## src/rtl/reg_dump_reader_if.sv

```systemverilog
// Stream bundle carrying dumped register beats toward the debug path.
// master drives beats, slave returns out_ready.
interface reg_dump_reader_if #(
   parameter int DATA_W = 32,
   parameter int ADDR_W = 5
);
   logic              out_valid;
   logic              out_ready;
   logic [DATA_W-1:0] out_data;
   logic [ADDR_W-1:0] out_addr;
   logic              out_last;
   logic              out_sum;

   modport master (
      output out_valid, out_data, out_addr, out_last, out_sum,
      input  out_ready
   );

   modport slave (
      input  out_valid, out_data, out_addr, out_last, out_sum,
      output out_ready
   );
endinterface

```

## src/rtl/reg_dump_reader.sv

```systemverilog
// Walks a register range through a spare read port and streams each value out.
// Optional trailing XOR checksum beat when DUMP_CHECKSUM_EN is defined.
module reg_dump_reader #(
   parameter int DATA_W = 32,
   parameter int ADDR_W = 5
) (
   input  logic              clk,
   input  logic              rst,
   input  logic              start,
   input  logic [ADDR_W-1:0] start_addr,
   input  logic [ADDR_W-1:0] end_addr,
   input  logic              abort,
   output logic [ADDR_W-1:0] rf_addr,
   input  logic [DATA_W-1:0] rf_data,
   output logic              busy,
   output logic              done,
   reg_dump_reader_if.master dump
);

   typedef enum logic [1:0] {IDLE, READ, SEND, DONE} state_e;

   state_e            state_q, state_d;
   logic [ADDR_W-1:0] cur_q, cur_d;
   logic [ADDR_W-1:0] stop_q, stop_d;
   logic [ADDR_W-1:0] addr_q, addr_d;
   logic [DATA_W-1:0] data_q, data_d;
   logic              valid_q, valid_d;
   logic              last_q, last_d;
   logic              done_q, done_d;
   logic              accept;
`ifdef DUMP_CHECKSUM_EN
   logic [DATA_W-1:0] csum_q, csum_d;
   logic              sum_q, sum_d;
`endif

   assign accept = valid_q & dump.out_ready;

   always_comb begin
      state_d = state_q;
      cur_d   = cur_q;
      stop_d  = stop_q;
      addr_d  = addr_q;
      data_d  = data_q;
      valid_d = valid_q;
      last_d  = last_q;
      done_d  = 1'b0;
`ifdef DUMP_CHECKSUM_EN
      csum_d  = csum_q;
      sum_d   = sum_q;
`endif
      unique case (state_q)
         IDLE: begin
            if (start) begin
               cur_d   = start_addr;
               stop_d  = end_addr;
               state_d = READ;
`ifdef DUMP_CHECKSUM_EN
               csum_d  = '0;
`endif
            end
         end
         READ: begin
            data_d  = rf_data;
            addr_d  = cur_q;
            valid_d = 1'b1;
            state_d = SEND;
`ifdef DUMP_CHECKSUM_EN
            last_d  = 1'b0;
            sum_d   = 1'b0;
`else
            last_d  = (cur_q == stop_q);
`endif
         end
         SEND: begin
            if (accept) begin
`ifdef DUMP_CHECKSUM_EN
               if (sum_q) begin
                  valid_d = 1'b0;
                  done_d  = 1'b1;
                  state_d = DONE;
               end else if (cur_q == stop_q) begin
                  // checksum beat follows the last register beat back-to-back
                  csum_d = csum_q ^ data_q;
                  data_d = csum_q ^ data_q;
                  addr_d = '0;
                  last_d = 1'b1;
                  sum_d  = 1'b1;
               end else begin
                  csum_d  = csum_q ^ data_q;
                  cur_d   = cur_q + 1'b1;
                  valid_d = 1'b0;
                  state_d = READ;
               end
`else
               if (last_q) begin
                  valid_d = 1'b0;
                  done_d  = 1'b1;
                  state_d = DONE;
               end else begin
                  cur_d   = cur_q + 1'b1;
                  valid_d = 1'b0;
                  state_d = READ;
               end
`endif
            end
         end
         DONE: begin
            valid_d = 1'b0;
            state_d = IDLE;
         end
         default: state_d = IDLE;
      endcase
      // abort beats any same-cycle acceptance
      if (abort && state_q != IDLE) begin
         state_d = IDLE;
         valid_d = 1'b0;
         done_d  = 1'b0;
`ifdef DUMP_CHECKSUM_EN
         csum_d  = '0;
`endif
      end
   end

   always_ff @(posedge clk) begin
      if (!rst) begin
         state_q <= IDLE;
         cur_q   <= '0;
         stop_q  <= '0;
         addr_q  <= '0;
         data_q  <= '0;
         valid_q <= 1'b0;
         last_q  <= 1'b0;
         done_q  <= 1'b0;
`ifdef DUMP_CHECKSUM_EN
         csum_q  <= '0;
         sum_q   <= 1'b0;
`endif
      end else begin
         state_q <= state_d;
         cur_q   <= cur_d;
         stop_q  <= stop_d;
         addr_q  <= addr_d;
         data_q  <= data_d;
         valid_q <= valid_d;
         last_q  <= last_d;
         done_q  <= done_d;
`ifdef DUMP_CHECKSUM_EN
         csum_q  <= csum_d;
         sum_q   <= sum_d;
`endif
      end
   end

   assign rf_addr        = cur_q;
   assign busy           = (state_q != IDLE);
   assign done           = done_q;
   assign dump.out_valid = valid_q;
   assign dump.out_data  = data_q;
   assign dump.out_addr  = addr_q;
   assign dump.out_last  = last_q;
`ifdef DUMP_CHECKSUM_EN
   assign dump.out_sum   = sum_q;
`else
   assign dump.out_sum   = 1'b0;
`endif

endmodule

```

## src/flat_wrapper.sv

```systemverilog
// flat-port wrapper written by rule: the top's interface ports become plain ports
module reg_dump_reader_flat 
#(
   parameter int DATA_W = 32,
   parameter int ADDR_W = 5
)
  (clk, rst, start, start_addr, end_addr, abort, rf_addr, rf_data, busy, done, dump_out_valid, dump_out_data, dump_out_addr, dump_out_last, dump_out_sum, dump_out_ready);
  reg_dump_reader_if #(.DATA_W(DATA_W), .ADDR_W(ADDR_W)) dump_i ();
  input  logic clk;
  input  logic rst;
  input  logic start;
  input  logic [ADDR_W-1:0] start_addr;
  input  logic [ADDR_W-1:0] end_addr;
  input  logic abort;
  output logic [ADDR_W-1:0] rf_addr;
  input  logic [DATA_W-1:0] rf_data;
  output logic busy;
  output logic done;
  output wire logic [$bits(dump_i.out_valid)-1:0] dump_out_valid;
  output wire logic [$bits(dump_i.out_data)-1:0] dump_out_data;
  output wire logic [$bits(dump_i.out_addr)-1:0] dump_out_addr;
  output wire logic [$bits(dump_i.out_last)-1:0] dump_out_last;
  output wire logic [$bits(dump_i.out_sum)-1:0] dump_out_sum;
  input wire logic [$bits(dump_i.out_ready)-1:0] dump_out_ready;
  assign dump_out_valid = dump_i.out_valid;
  assign dump_out_data = dump_i.out_data;
  assign dump_out_addr = dump_i.out_addr;
  assign dump_out_last = dump_i.out_last;
  assign dump_out_sum = dump_i.out_sum;
  assign dump_i.out_ready = dump_out_ready;
  reg_dump_reader #(.DATA_W(DATA_W), .ADDR_W(ADDR_W)) u_core (.clk(clk), .rst(rst), .start(start), .start_addr(start_addr), .end_addr(end_addr), .abort(abort), .rf_addr(rf_addr), .rf_data(rf_data), .busy(busy), .done(done), .dump(dump_i));
endmodule
```

## config.mk

```make
export PLATFORM = sky130hd
export DESIGN_NAME = reg_dump_reader_flat
export DESIGN_NICKNAME = d
export VERILOG_FILES = /design/src/rtl/reg_dump_reader_if.sv /design/src/rtl/reg_dump_reader.sv /design/src/flat_wrapper.sv
export SDC_FILE = /design/constraint.sdc
export NUM_CORES = 1
export LEC_CHECK = 0
export BUFFER_PORTS_ARGS = -buffer_cell sky130_fd_sc_hd__buf_2
export CORE_ASPECT_RATIO = 0.75
export CORE_MARGIN = 10
export CORE_UTILIZATION = 51
export DETAILED_ROUTE_END_ITERATION = 16
export GPL_ROUTABILITY_DRIVEN = 0
export PLACE_DENSITY = 0.85
export SKIP_LAST_GASP = 1
export SLEW_MARGIN = 20
export SYNTH_ARGS = -nofsm -noshare
export SYNTH_HDL_FRONTEND = slang
export SYNTH_SLANG_ARGS = --single-unit
```

## constraint.sdc

```tcl
create_clock -name clk -period 2.85 [get_ports clk]
set_input_delay 0.285 -clock clk [delete_from_list [all_inputs] [get_ports clk]]
set_output_delay 0.285 -clock clk [all_outputs]
set_load 0.02 [all_outputs]
```

# == Yosys cells after proc, flatten, opt, wreduce, memory -nomap -nowiden ==
# Cells that the tools add are included.
# word_totals
regBits,52
latch_bits,0
mem_bits_rw,0
rom_bits,0
in_bits,47
output_inout_bits,47
wordCells,42
memories,0
# op_classes
add_sub_neg,1
multipliers,0
div_mod_pow,0
order_cmp,0
n_eq_ne,7
shift,0
n_mux,11
n_bitwise,4
n_reduce_logical,11
# ops
op,count
2-to-1 mux 5 bit,3
case mux 5 bit (2 select lines),1
case mux 2 bit (4 select lines),1
2-to-1 mux 2 bit,3
AND reduction 2 bit,3
adder 5 x 1 -> 5 bit (second input constant),1
== test 5 bit,1
== test 2 bit (second input constant),2
inequality test 2 bit (second input constant),2
AND reduction 4 bit,1
nonzero test 2 bit,2
OR reduction 4 bit,1
NOT 1 bit,3
case mux 1 bit (3 select lines),1
nonzero test 3 bit,1
== test 2 x 1 -> 1 bit (second input constant),1
logical NOT 2 bit,1
2-to-1 mux 1 bit,2
inequality test 2 x 1 -> 1 bit (second input constant),1
OR reduction 2 bit,1
bitwise AND 1 bit,1
logical AND 1 bit,1

# == Longest topological paths before layout ==
# logic_depth
depth_word,4
ltp_mapped,5
depth_no_buf,4

# == Worst setup path after synthesis ==
# No wires, ideal clock.
# synth_timing
path_type,register -> register
from,"register u_core.cur_q[0], in the netlist u_core.rf_addr[0]"
to,"register u_core.cur_q[1], in the netlist u_core.rf_addr[1]"
setup_ps,122
t_arrival_ps,1102
required_time_ps,2728
slack_ps,1625
stages_incl_launch_ff,5
path_buffers,0
synth_period_minus_slack_ps,1225
path_cell_list,dfxtp_1 -> ha_1 -> nand2b_1 -> o211ai_1 -> mux2i_1
# synth_via
elab_chain_cells,4
# synth_lines
item,line_no,rtl
"start, declared",reg_dump_reader.sv:23,"logic [ADDR_W-1:0] cur_q, cur_d;"
"start signal, assigned",reg_dump_reader.sv:140,cur_q <= cur_d;
adder 5 x 1 -> 5 bit,reg_dump_reader.sv:100,cur_d = cur_q + 1'b1;
2-to-1 mux 5 bit,reg_dump_reader.sv:95,if (last_q) begin
2-to-1 mux 5 bit,reg_dump_reader.sv:75,if (accept) begin
case mux 5 bit (2 select lines),reg_dump_reader.sv:51,unique case (state_q)
# Every way passes these cells. The select of a mux whose other input is x is not followed.
# A chain may end at the register's enable or synchronous reset.

# == Worst setup path in the final report ==
# layout_timing
from,register u_core.state_q[0]
to,"register u_core.data_q[14], in the netlist u_core.dump.out_data[14]"
# layout_via
elab_chain_cells,1
# layout_lines
item,line_no,rtl
"start, declared",reg_dump_reader.sv:22,"state_e state_q, state_d;"
"start signal, assigned",reg_dump_reader.sv:139,state_q <= state_d;
== test 2 x 1 -> 1 bit,reg_dump_reader.sv:51,
"end signal, assigned",reg_dump_reader.sv:143,data_q <= data_d;
"end, declared",reg_dump_reader.sv:26,"logic [DATA_W-1:0] data_q, data_d;"
# Every way passes these cells.

==> impl_results.md <==
* Area of the die at ~7400 um^2
* Post-synthesis cell count at 249
* Worst-skew pair later-pin latency at 0.30 ns
* Final setup violation count at 0
* Hold path depth at 3
* FF+latch count, synth at 52
* Leakage Power at between 0.001 and 0.0015 uW
* Layout cell share with drive strength beyond 1 at 0.314
* CTS max path bufs at 2
* Worst Hold Slack at around 0.22 ns
* Final Max Slew Viols at 0
* Antenna violations before repair at 0
* Via count at 1941
* Top cell type by total area after synthesis: dfxtp_1
* P&R area growth vs syn at 24.5%
* CTS tree: done
* Worst-Margin Slew at 0.772 ns
* Arr. time, crit path at 1.88 ns
* IO Port Bufs at between 90 and 100
* Post-DRT Antenna Nets at 0
* Outcome: completed
* First-pass GRT wire length at slightly above 9 mm
* CP Cell Sequence: and2b_1 > buf_4 > nand2_1 > a21boi_0
* Clk slew on worst S/H paths at about 0.09 ns
* Most common cell in the netlist: nand2_1
* Wl on met1 at between 2 and 2.5 mm
* Critical path's largest stage delay at roughly 0.53 ns
* Met3 wire len at roughly 670 um
* TritonCTS buffer count at 5
* Slowest CP cell: dfxtp_1
* CTS H-tree depth at 2
* CTS hold repair buffers at 0
* Setup bufs post-CTS at 0
* Synth Flop Type: dfxtp_1
* Top sig layer: met4
* Vias per Instance at 4.99
* CTS-repair resized insts at 0
* Worst min-delay path class: input port to flip-flop
* Routed wl met2 at between 2 and 2.5 mm
* R2R depth at 4
* Number of flops mapped to enable cells by yosys at 0
* Max Cap Viol at 0
* Crit Path Class: flip-flop to flip-flop
* PD cells at roughly 550 nW/um^2
* Worst R2R Setup Slack at 1.19 ns
* Final period util at 0.581
* Yosys cell types at 35
* # DRC at 0
* Max VDD drop at around 280 uV
* Post-synth top area share at 0.475
* Type of origin of the critical path: flip-flop
* Largest net degree at the start of global routing at 53
* Filler cells at around 370
* Synth cell count leaders: nand2_1 (76), dfxtp_1 (52), a21boi_0 (37)
* Max Freq at between 600 and 700 MHz
* Hold path startpoint: rf_data[23]
* Global route total overflow at 0
* R2r startpoint: u_core.state_q[0]
* Reg area at 1040 um^2
* Worst Hold End: u_core.dump.out_data[23]
* CP bufs+invs at 1
* RR Endpoint: u_core.dump.out_data[14]
* CP Capture Type: flip-flop
* Wirelength, routed at 5.63 mm
* Row count at 20
* Starting density of the core at 0.534
* RSZ-0062 raised after global routing: false
* Layout net count at between 300 and 400
* Dpl cells at approximately 380
* Vias in the first global route at around 1900
* Slew HR at 0.485
* Placeable core region at approximately 4100 um^2
* Die X at ~96 um
* Top cells by area, synth: dfxtp_1 (47%), nand2_1 (13%), a21boi_0 (13%)
* Root Driver: clkbuf_8
* Worst Path Required at around 3.1 ns
* Top delay family on crit path: simple AND/OR/NAND/NOR gates
* Cell Area, Synth at roughly 2200 um^2
* Syn_nets at about 300
* First-pass DRT Iterations at 4
* Clk_skew at 0.00389 ns
* Post-DP HPWL at 4.23 mm
* Die height at approximately 77 um
* Final Non-Filler Cells at slightly below 400
* Io pins at 94
* Synth warnings at 0
* Wire per inst at approximately 14 um
* FFs w/ async S/R, synth at 0
* Final hold vios at 0
* Tot GR Track Use at 0.151
* Sequential area share after synthesis at 0.475
* Setup_tns at 0 ns
* Peak fanout along the critical path at 16
* Syn_area_per_cell at 8.81 um^2
* Diode count at 0
* Multi-input gate area at about 1000 um^2
* 1st-iter DRT viols at 60
* Final min period at ~1.7 ns
* Clock Sink Count at 52
==> worst reg2reg max path: cells and delay by family, from the launching register on <==
| family | cells | cell delay [ns] |
|---|---|---|
| buffers and inverters | 1 | 0.30 |
| and+or+nand+nor | 2 | 0.58 |
| AOI/OAI and AO/OA | 1 | 0.17 |
| DFF | 1 | 0.53 |
==> how the worst max path moves through the flow <==
stage	depth (start not counted)	start	to	slack, ns
after detailed placement	4	u_core.state_q[0]	u_core.dump.out_data[14]	1.22
after global placement	4	u_core.state_q[0]	u_core.dump.out_data[13]	1.32
after global routing	4	u_core.state_q[0]	u_core.dump.out_data[11]	0.98
final	4	u_core.state_q[0]	u_core.dump.out_data[14]	1.19
after floorplan	4	u_core.rf_addr[0]	u_core.rf_addr[1]	1.63
after CTS	4	u_core.state_q[0]	u_core.dump.out_data[14]	1.19
==> routing by layer <==
metal,GRT usage,vias to the layer above
li1,-,992
met1,0.189,870
met2,0.225,74
met3,0.0671,5
met4,0.0456,0
met5,0,-
==> where the power goes <==
part	switching (uW)	internal, uW
Sequential	40.2	771
Clock	231	198
Combinational	160	112
==> cells in the final DEF (no fill, tap or decap), types with 2 or more instances in the layout <==
master    instances
a21oi_1           3
dfxtp_1          52
mux2i_1          10
nand3_1           6
o21ai_0           3
o22ai_1           3
nor3_1            3
nor2_1            2
xor2_1            3
and2b_1           2
nor2b_1           8
nand2_1          76
buf_4             3
xnor2_1           2
clkbuf_8          6
and4b_1           3
buf_2            92
a21boi_0         37
nand2b_1          3
==> sequential cells by signal, indices dropped and copies added, names as in the netlist <==
| name | cells |
|---|---|
| u_core.done | 1 |
| u_core.dump.out_addr | 5 |
| u_core.dump.out_data | 32 |
| u_core.dump.out_last | 1 |
| u_core.dump.out_valid | 1 |
| u_core.rf_addr | 5 |
| u_core.state_q | 2 |
| u_core.stop_q | 5 |
==> cell type report <==
type,count,area share
timing repair buffer,95,0.177
clock inverter,1,0.00275
multi-input combinational,178,0.381
inverter,1,0.00137
tap,55,0.0252
clock buffer,7,0.0316
sequential,52,0.381
==> logic make-up (layout without fill, tap and decap cells) <==
kind of cell | after synthesis | in the layout | synth area share
muxes | 10 | 10 | 0.0456
buffers and inverters | 19 | 104 | 0.0513
xor gates and xnor gates | 5 | 5 | 0.0200
and+or+nand+nor | 109 | 109 | 0.227
DFF | 52 | 52 | 0.475
other | 1 | 1 | 0.00171
AOI/OAI and AO/OA | 52 | 52 | 0.174
adders and majority gates | 1 | 1 | 0.00570
==> stage by stage <==
stage / util / power (uW) / setup slack [ns] / instance area [um^2]
6_report: 0.665 / 1510 / 1.19 / 2730
5_1_grt: 0.665 / 1600 / 0.984 / 2730
4_1_cts: 0.665 / 1530 / 1.19 / 2730
3_5_place_dp: 0.642 / 1100 / 1.22 / 2640
3_3_place_gp: 0.642 / 1100 / 1.32 / 2640
2_1_floorplan: - / 1010 / 1.63 / 2190
Note: power is estimated with default switching activity, not from simulation.
